**src/rtl/param_ring_counter.sv**
```systemverilog
// Parametrised ring / Johnson shift counter with direction, preset, parallel load,
// wrap pulse and illegal-state flag. Optional repair of illegal states: RING_SELF_CORRECT_EN.
module param_ring_counter #(
  parameter int WIDTH = 4,
  parameter int INIT  = 1
) (
  input  logic             clk,
  input  logic             reset,
  input  logic             en,
  input  logic             preset,
  input  logic             load,
  input  logic [WIDTH-1:0] load_val,
  input  logic             mode,
  input  logic             dir,
  output logic [WIDTH-1:0] q,
  output logic             wrap,
  output logic             err
);

  localparam logic [WIDTH-1:0] RING_HOME = WIDTH'(INIT);

  // INIT must be a single set bit that fits inside the counter
  if (WIDTH < 2 || INIT <= 0 || (INIT & (INIT - 1)) != 0 || (64'(INIT) >> WIDTH) != 64'd0)
  begin : g_bad_param
    $error("param_ring_counter: WIDTH must be >= 2 and INIT one-hot within WIDTH bits");
  end

  function automatic logic [WIDTH-1:0] home_of(input logic m);
    return m ? '0 : RING_HOME;
  endfunction

  function automatic logic [WIDTH-1:0] step_of(input logic [WIDTH-1:0] v,
                                               input logic m, input logic d);
    logic [WIDTH-1:0] r;
    if (!d) r = {v[WIDTH-2:0], v[WIDTH-1] ^ m};
    else    r = {v[0] ^ m, v[WIDTH-1:1]};
    return r;
  endfunction

  // Johnson legality: a single cyclic run of ones has 0 or 2 bit transitions
  function automatic logic is_illegal(input logic [WIDTH-1:0] v, input logic m);
    logic [WIDTH-1:0] edges;
    edges = v ^ {v[0], v[WIDTH-1:1]};
    if (!m) return $countones(v) != 1;
    return !($countones(edges) == 0 || $countones(edges) == 2);
  endfunction

  logic [WIDTH-1:0] home;
  logic [WIDTH-1:0] nxt;

  assign home = home_of(mode);
  assign nxt  = step_of(q, mode, dir);
  assign err  = is_illegal(q, mode);

  always_ff @(posedge clk or negedge reset) begin
    if (!reset) begin
      q    <= RING_HOME;
      wrap <= 1'b0;
    end else if (preset) begin
      q    <= home;
      wrap <= 1'b0;
    end else if (load) begin
      q    <= load_val;
      wrap <= 1'b0;
    end else if (en) begin
`ifdef RING_SELF_CORRECT_EN
      if (err) begin
        q    <= home;
        wrap <= 1'b1;
      end else begin
        q    <= nxt;
        wrap <= (nxt == home);
      end
`else
      q    <= nxt;
      wrap <= (nxt == home);
`endif
    end else begin
      wrap <= 1'b0;
    end
  end

endmodule

```
**config.mk**
```make
export PLATFORM = sky130hd
export DESIGN_NAME = param_ring_counter
export DESIGN_NICKNAME = d
export VERILOG_FILES = /design/src/rtl/param_ring_counter.sv
export SDC_FILE = /design/constraint.sdc
export NUM_CORES = 1
export LEC_CHECK = 0
export ABC_AREA = 1
export CAP_MARGIN = 20
export CELL_PAD_IN_SITES_DETAIL_PLACEMENT = 1
export CELL_PAD_IN_SITES_GLOBAL_PLACEMENT = 1
export CORE_UTILIZATION = 30
export DETAILED_ROUTE_END_ITERATION = 10
export GPL_ROUTABILITY_DRIVEN = 0
export PLACE_DENSITY = 0.86
export SLEW_MARGIN = 20
export SYNTH_ARGS = -nofsm -noshare
export SYNTH_HDL_FRONTEND = slang
export SYNTH_SLANG_ARGS = --single-unit
```
**constraint.sdc**
```tcl
create_clock -name clk -period 2.9 [get_ports clk]
set_input_delay 0.87 -clock clk [delete_from_list [all_inputs] [get_ports clk]]
set_output_delay 0.87 -clock clk [all_outputs]
set_load 0.01 [all_outputs]
```
### Word level (Yosys, flattened, before mapping)

Index checks and enable logic that the tools add are counted.

| word-level totals | value |
|---|---|
| bits of input ports | 11 |
| word-level logic and storage cells | 27 |
| register bits | 5 |
| output and inout bits | 6 |

| cells by class | value |
|---|---|
| reduce and logical (&&, ||, !) cells | 4 |
| multiplexer cells | 9 |
| bitwise logic cells | 3 |
| add/sub/neg operators | 6 |
| eq/ne operators | 3 |

Operators with widths:

| operator | count |
|---|---|
| $logic_not 32->1 | 1 |
| $mux 4 | 4 |
| $add 1x1->2 | 4 |
| $add 2x2->3 | 2 |
| $mux 1 | 5 |
| $eq 4x1->1 | 1 |
| $xor 4x4->4 | 1 |
| $eq 3x2->1 const B | 1 |
| $ne 3x1->1 const B | 1 |
| $reduce_bool 3->1 | 1 |
| $xor 1x1->1 | 2 |
| $logic_not 1->1 | 1 |
| $logic_or 1x1->1 | 1 |

### Depth between registers and ports, before layout

Gate-level depths: netlist (run 1).

| depth | value |
|---|---|
| word-level depth | 7 |
| mapped depth | 8 |
| mapped depth without buffers | 8 |

### Worst setup path after synthesis (run 1)

OpenSTA, ideal clock, no wires.

| timing path | value |
|---|---|
| kind | register to output |
| start point | reg q[0] |
| end point | out err |
| data arrival time | 1943 ps |
| stages on the path, launching flop included | 8 |
| buffers on the path | 0 |
| data required time | 2030 ps |
| path slack | 87 ps |
| path through | dfstp_2 -> inv_1 -> fa_1 -> inv_1 -> ha_1 -> ha_1 -> nor2_1 -> a31oi_1 |

| on the way | value |
|---|---|
| word-level cells in the longest chain between the ends | 7 |
| elaborated cells between the ends (all ways) | 12 |
| classes of those cells | add/sub (5); eq/ne (2); mux (1); bitwise (1); reduce/logical (3) |

Ends and longest elaborated chain:

| what | RTL line | source |
|---|---|---|
| start, declared | 15 | `output logic [WIDTH-1:0] q,` |
| start signal, assigned | 60 | `q <= home;` |
| start signal, assigned | 63 | `q <= load_val;` |
| start signal, assigned | 75 | `q <= nxt;` |
| $xor 4x4->4 | 43 | `edges = v ^ {v[0], v[WIDTH-1:1]};` |
| $add 1x1->2 (implied by the code) | 45 | `return !($countones(edges) == 0 \|\| $countones(edges) == 2);` |
| $add 2x2->3 (implied by the code) | 45 |  |
| $logic_not 32->1 or $eq 3x2->1 (tied branches) | 45 |  |
| $logic_or 1x1->1 | 45 |  |
| $logic_not 1->1 | 45 |  |
| $mux 1 (*) | 45 |  |
| end, declared | 17 | `output logic err` |

Every way passes the cells marked *; elsewhere a longest branch is shown, timed or not.

### Worst setup path in the final report (run 1)

Same ends and word-level chain as after synthesis.

==> flow_summary.yaml, run 1 <==
finish:
  syn2layout_area_growth_pct: 60.96
  n_fill_cell: 221
  nets: 132
  final_area_um2: 882.1
  drive_above_1_share_pct: 27.43
  fin_util_pct: 51.09
  diodes: 0
clock_network:
  h-tree-depth: 1
  numCtsBuffers: 3
  cts_hold_buf: 0
  clk_pin_slew_ns: 0.04
  cts-root-buf: "clkbuf_4"
  cts_tree: "yes"
  cts_buffer_depth: 2
  cts.sinks: 5
  insertion_delay_ns: 0.25
floorplan:
  design.die.area_um2: 2002
  ios: 17
  start_util_pct: 31.74
  std_cell_rows: 15
  fp.dieW_um: 44.74
  coreArea_um2: 1727
  die_y_um: 44.74
power_and_ir_drop:
  internal_power_w: 0.0002252
  seq_power_share_pct: 23.7
  combPwrFrac_pct: 53.0
  switching_share_pct: 37.86
  p_clk_share_pct: 23.3
  vdd_drop_max_uv: 156.1
  power.leakage_nw: 0.4483
  power_switching_w: 0.0001372
  power_density_nw_per_um2: 410.7
placed_design:
  post-place-ws_ns: -0.4640
  hpwl_um: 1416
  placed_area_um2: 795.8
  io_buffers: 16
synthesis:
  syn_inst: 82
  synthTopCellsByArea: "dfrtp_1 (18%), nand2_1 (17%), ha_1 (11%)"
  synth_top_area_share_pct: 18.26
  yosysTopAreaCell: "dfrtp_1"
  yosysMostFrequentCell: "nand2_1"
  ys_warn_count: 0
  synth-edff-count: 0
  syn_avg_cell_area_um2: 6.683
  ys_seq_elements: 5
  yosysSeqAreaShare_pct: 23.06
  synth_common_cells: "nand2_1 (25), inv_1 (13), nor2_1 (9)"
  syn-cell-area_um2: 548.0
  synth_cell_types: 21
  synth_top_flop_cell: "dfrtp_1"
  syn_nets: 100
  synthArstFlopShare_pct: 100.0
timing:
  finClkSkew_ns: 0.0009460
  grt_setup_unrepaired: "true"
  finalMaxSlewViolations: 0
  finalCritPeriodShare_pct: 107.7
  final.setup.tns_ns: -0.2223
  holdWs_ns: 0.7089
  setup_violations: 1
  finalWorstSetupSlack_ns: -0.2223
  max_freq_mhz: 320.3
  fin_crit_ns: 3.122
  slew_headroom_pct: 80.82
  hold_viol_final: 0
  tightest_slew_ns: 0.2847
setup_path:
  crit_family: "adder cells"
  crit_path_start_kind: "flip-flop"
  critPathKind: "reg -> out"
  reg2regPathDepth: 6
  max_stage_delay_ns: 0.59
  cp.required_ns: 2.03
  r2r_slack_ns: 1.52
  cp-end-kind: "output port"
  timing.rr.start: "q[0]$_DFFE_PN1P_"
  crit_buf_inv: 3
  slowest_stage: "dfstp_2"
  critPathMostFrequentCell: "ha_4"
  crit_chain: "ha_4 > inv_2 > fa_1 > inv_1 > ha_2 > ha_4 > nor3_4 > a31oi_1 > buf_2"
  crit_arrival_ns: 2.25
  r2r_end: "wrap$_DFF_PN0_"
  crit_path_max_fanout: 5
  cp_num_cells: 9
routing:
  wl_um: 1720
  first_pass_iters: 3
  drt_iter0_drc: 9
  viasPerCell: 4.493
  vias: 620
  avgRoutedWirePerCell_um: 12.46
  drc_errors: 0
  ant_nets: 0
run_status:
  violations: "setup timing"
  status: "finished with violations"
grt:
  first_global_vias: 632
  grt_overflow: 0
  grt_first_pass_wirelength_um: 2842
  grt_max_degree: 9
  grtUsageTotal_pct: 20.37
  antenna_found_initial: 0
min_path:
  hp-class: "reg -> reg"
  hold_start: "q[2]$_DFFE_PN0P_"
  worstHoldPathCells: 3
  holdPathEnd: "q[2]$_DFFE_PN0P_"
run:
  cap_violations: 0
==> sequential cells by signal, indices dropped and copies added, names as in the netlist <==
register / flops
q: 4
wrap: 1
==> cell type report <==
type,instances,area [um^2],area share [%]
inverters,16,60.06,6.809
multi-input cells,60,391.6,44.40
well taps,25,31.28,3.546
clock buffers,4,26.28,2.979
flip-flops and latches,5,127.6,14.47
repair buffers,28,245.2,27.80
==> how the worst max path moves through the flow <==
stage                                start  end  slack, ns
after floorplan           q[0]$_DFFE_PN1P_  err       0.09
after global placement    q[0]$_DFFE_PN1P_  err      -0.32
after detailed placement  q[0]$_DFFE_PN1P_  err      -0.46
after CTS                 q[0]$_DFFE_PN1P_  err      -0.22
after global routing      q[0]$_DFFE_PN1P_  err      -0.31
final                     q[0]$_DFFE_PN1P_  err      -0.22
==> per-stage QoR <==
| step | power (W) | cells |
|---|---|---|
| 2_1_floorplan | 0.0001704 | 82 |
| 3_3_place_gp | 0.0002405 | 131 |
| 3_5_place_dp | 0.0002521 | 131 |
| 4_1_cts | 0.0003448 | 138 |
| 5_1_grt | 0.0003943 | 138 |
| 6_report | 0.0003623 | 138 |
==> tightest hold or removal path, delay by kind of cell (launching register included) <==
family | cells | cell delay [ns]
buffers and inverters | 1 | 0.17
flip-flops | 1 | 0.36
AND/OR/NAND/NOR | 2 | 0.14
==> repair_timing <==
action,in CTS,in global routing
pin swaps,3,4
gates resized for setup,9,5
buffers inserted,3,0
endpoints found under the setup margin,1,1
==> cells by family after synthesis <==
kind of cell / synth area share, %
flip-flops: 23.06
AO/OA/AOI/OAI: 7.076
AND/OR/NAND/NOR: 33.33
XOR/XNOR: 4.795
adder cells (fa/ha/maj): 18.72
buffers and inverters: 13.01
==> layer usage <==
layer  share of wire (%)  global-route usage, %
met1                  43                  22.79
met3                 1.9                  3.600
met4                 2.0                  10.30
met2                  53                  36.76
met5                   0                      0
==> power groups by stage <==
stage          combinational, W   clock, W  sequential [W]
4_1_cts                0.000173  0.0000859       0.0000860
3_3_place_gp           0.000156          0       0.0000846
2_1_floorplan         0.0000823          0       0.0000881
5_1_grt                0.000215  0.0000924       0.0000865
6_report               0.000192  0.0000846       0.0000858
3_5_place_dp           0.000166          0       0.0000859
==> placed cells by master, fill, tap and decap left out <==
master / n
a31oi_1: 2
buf_2: 1
buf_4: 12
clkbuf_1: 1
clkbuf_4: 3
clkdlybuf4s50_1: 15
dfrtp_1: 3
dfrtp_2: 1
dfstp_2: 1
fa_1: 2
ha_1: 1
ha_2: 2
ha_4: 2
inv_1: 11
inv_2: 5
nand2_1: 25
nand2_2: 1
nand3_1: 3
nand3_2: 1
nand3b_1: 1
nor2_1: 9
nor2_2: 1
nor3_1: 1
nor3_4: 1
o21ai_0: 3
o21ai_1: 1
o22ai_1: 1
xnor2_1: 2
xor2_1: 1
(Power assumes the default switching activity.)
==> run 2, diff against run 1 <==
==> config.mk (replaced) <==
export PLATFORM = sky130hd
export DESIGN_NAME = param_ring_counter
export DESIGN_NICKNAME = d
export VERILOG_FILES = /design/src/rtl/param_ring_counter.sv
export SDC_FILE = /design/constraint.sdc
export NUM_CORES = 1
export LEC_CHECK = 0
export ABC_AREA = 1
export CAP_MARGIN = 5
export CORE_AREA = 2 2 39 41
export DETAILED_ROUTE_END_ITERATION = 10
export DIE_AREA = 0 0 41 43
export GPL_ROUTABILITY_DRIVEN = 0
export PLACE_DENSITY = 0.83
export SLEW_MARGIN = 20
export SYNTH_ARGS = -nofsm -noshare
export SYNTH_HDL_FRONTEND = slang
export SYNTH_SLANG_ARGS = --single-unit
==> run 2 against run 1 <==
Net effect: the flow still finishes with violations (setup timing); final area is 2.7% lower; die area is 12% lower; non-clock buffer count is 2 lower; sequential share of layout area is 0.40 points higher; combinational power is 7% lower; clock-buffer cell count stayed put; highest routed layer unchanged; sequential power is 0.6% higher; global-route usage is 3.0 points lower; cell count is 8.0% lower; clock power is 8.9% lower; largest cell class unchanged; clock skew hardly changed.
==> flow_summary.yaml, run 2 (synthesis gave the netlist of run 1 again) <==
run_status:
  status: "finished with violations"
  violations: "setup timing"
grt:
  grtUsageTotal_pct: 17.36
  grt_overflow: 0
  first_global_vias: 558
  grt_max_degree: 9
  grt_first_pass_wirelength_um: 2104
  antenna_found_initial: 0
setup_path:
  crit_arrival_ns: 2.21
  crit_chain: "buf_6 > xnor2_2 > fa_1 > inv_1 > ha_2 > ha_4 > nor3_2 > a31oi_1 > buf_2"
  slowest_stage: "dfstp_2"
  cp.required_ns: 2.03
  cp-end-kind: "output port"
  max_stage_delay_ns: 0.59
  critPathKind: "reg -> out"
  crit_path_start_kind: "flip-flop"
  crit_path_max_fanout: 5
power_and_ir_drop:
  internal_power_w: 0.0002199
  power.leakage_nw: 0.4449
  switching_share_pct: 35.71
  power_density_nw_per_um2: 398.5
  seq_power_share_pct: 25.2
  combPwrFrac_pct: 52.2
  vdd_drop_max_uv: 222.6
  power_switching_w: 0.0001221
  p_clk_share_pct: 22.5
timing:
  finalCritPeriodShare_pct: 106.1
  slew_headroom_pct: 84.34
  finalWorstSetupSlack_ns: -0.1767
  grt_setup_unrepaired: "true"
  hold_viol_final: 0
  max_freq_mhz: 325.0
  finalMaxSlewViolations: 0
  finClkSkew_ns: 0.0009345
  setup_violations: 1
  tightest_slew_ns: 0.2325
  fin_crit_ns: 3.077
routing:
  vias: 595
  wl_um: 1374
  drt_iter0_drc: 14
  avgRoutedWirePerCell_um: 10.82
  drc_errors: 0
  first_pass_iters: 4
  viasPerCell: 4.685
  ant_nets: 0
finish:
  layout_commonest_cell: "nand2_1"
  nets: 130
  largest_register_ffs: 4
  regMostFlops: "q"
  top_regs: "q (4), wrap (1)"
  fin_cells: 127
  syn2layout_area_growth_pct: 56.62
  drive_above_1_share_pct: 26.13
  final_area_um2: 858.3
  n_fill_cell: 127
  final_cell_mix: "nand2_1 (25), clkdlybuf4s50_1 (15), inv_1 (11)"
  diodes: 0
  fin_util_pct: 62.03
clock_network:
  clk_pin_slew_ns: 0.04
  cts_hold_buf: 0
  cts.sinks: 5
  numCtsBuffers: 3
  insertion_delay_ns: 0.23
  cts_tree: "yes"
  cts-root-buf: "clkbuf_4"
  h-tree-depth: 1
  cts_buffer_depth: 2
placed_design:
  hpwl_um: 1039
  placed_area_um2: 777.0
  post-place-cells: 121
  post-place-ws_ns: -0.3922
  io_buffers: 16
floorplan:
  design.die.area_um2: 1763
  fp.dieW_um: 41
  std_cell_rows: 14
  die_y_um: 43
  coreArea_um2: 1384
  ios: 17
  start_util_pct: 39.60
min_path:
  hp-class: "reg -> reg"
run:
  cap_violations: 0
## run 2: changes by cell type in the layout (fill, tap and decap cells not counted)
| cell | delta |
|---|---|
| ha_1 | +1 |
| ha_2 | -1 |
| buf_4 | -3 |
| xnor2_2 | +1 |
| nor3_4 | -1 |
| nor3_2 | +1 |
| buf_6 | +1 |
| xnor2_1 | -1 |
## run 2: through the flow
stage	setup TNS [ns]	hold WS [ns]	power, W
global route	-0.2631	0.7206	0.0003692
CTS	-0.1741	0.6743	0.0003324
global placement	-0.2996	0.6371	0.0002351
finish	-0.1767	0.6773	0.0003420
detailed placement	-0.3922	0.6647	0.0002443
floorplan	0	0.5744	0.0001704
## run 2: final timing paths
check	start	endpoint	slack (ns)	depth (start not counted)
worst max-delay path	q[0]$_DFFE_PN1P_	err	-0.18	9
worst min-delay path	q[2]$_DFFE_PN0P_	q[2]$_DFFE_PN0P_	0.68	3
worst max register to register	q[0]$_DFFE_PN1P_	wrap$_DFF_PN0_	1.47	7
worst min register to register	q[2]$_DFFE_PN0P_	q[2]$_DFFE_PN0P_	0.68	3
max in group asynchronous	reset	q[0]$_DFFE_PN1P_	1.80	1
min in group asynchronous	reset	q[3]$_DFFE_PN0P_	0.85	1
## run 2: routing by layer
metal	routed length (um)	global-route usage, %
met1	550	18.00
met2	764	32.81
met3	43	1.571
met4	15	6.000
met5	0	0
## run 2: critical path: cells and delay by family, from the launching register on
kind,cells,cell delay (ns)
AOI/OAI and AO/OA,1,0.05
xor gates and xnor gates,1,0.07
adders and majority gates,3,0.85
buffers and inverters,3,0.31
DFF,1,0.59
and+or+nand+nor,1,0.10
## run 2: power groups by stage
stage / registers (W) / logic [W] / clock network, W
6_report: 0.0000863 / 0.000179 / 0.0000771
3_3_place_gp: 0.0000836 / 0.000151 / 0
2_1_floorplan: 0.0000881 / 0.0000823 / 0
3_5_place_dp: 0.0000843 / 0.000160 / 0
5_1_grt: 0.0000867 / 0.000199 / 0.0000832
4_1_cts: 0.0000852 / 0.000167 / 0.0000801
## run 2: layout make-up
class / instances / area (um^2) / share of cell area [%]
Multi-Input combinational cell: 60 / 390.4 / 45.48
Timing Repair Buffer: 26 / 234.0 / 27.26
Sequential cell: 5 / 127.6 / 14.87
Inverter: 16 / 60.06 / 6.997
Clock buffer: 4 / 26.28 / 3.061
Tap cell: 16 / 20.02 / 2.332
## run 2: repair_timing
item                                    in CTS  in global routing
resized for setup                           11                  3
pin swaps                                    4                  2
gates cloned                                 0                  0
endpoints found under the setup margin       1                  1
setup buffers                                2                  0
==> run 3, diff against run 2 <==
--- a/config.mk
+++ b/config.mk
@@ -8,6 +8,7 @@
 export ABC_AREA = 1
 export CAP_MARGIN = 5
 export CORE_AREA = 2 2 39 41
+export CTS_CLUSTER_DIAMETER = 40
 export DETAILED_ROUTE_END_ITERATION = 10
 export DIE_AREA = 0 0 41 43
 export GPL_ROUTABILITY_DRIVEN = 0
==> results of run 3 <==
No change in the layout: final DEF, timing and power equal those of run 2.
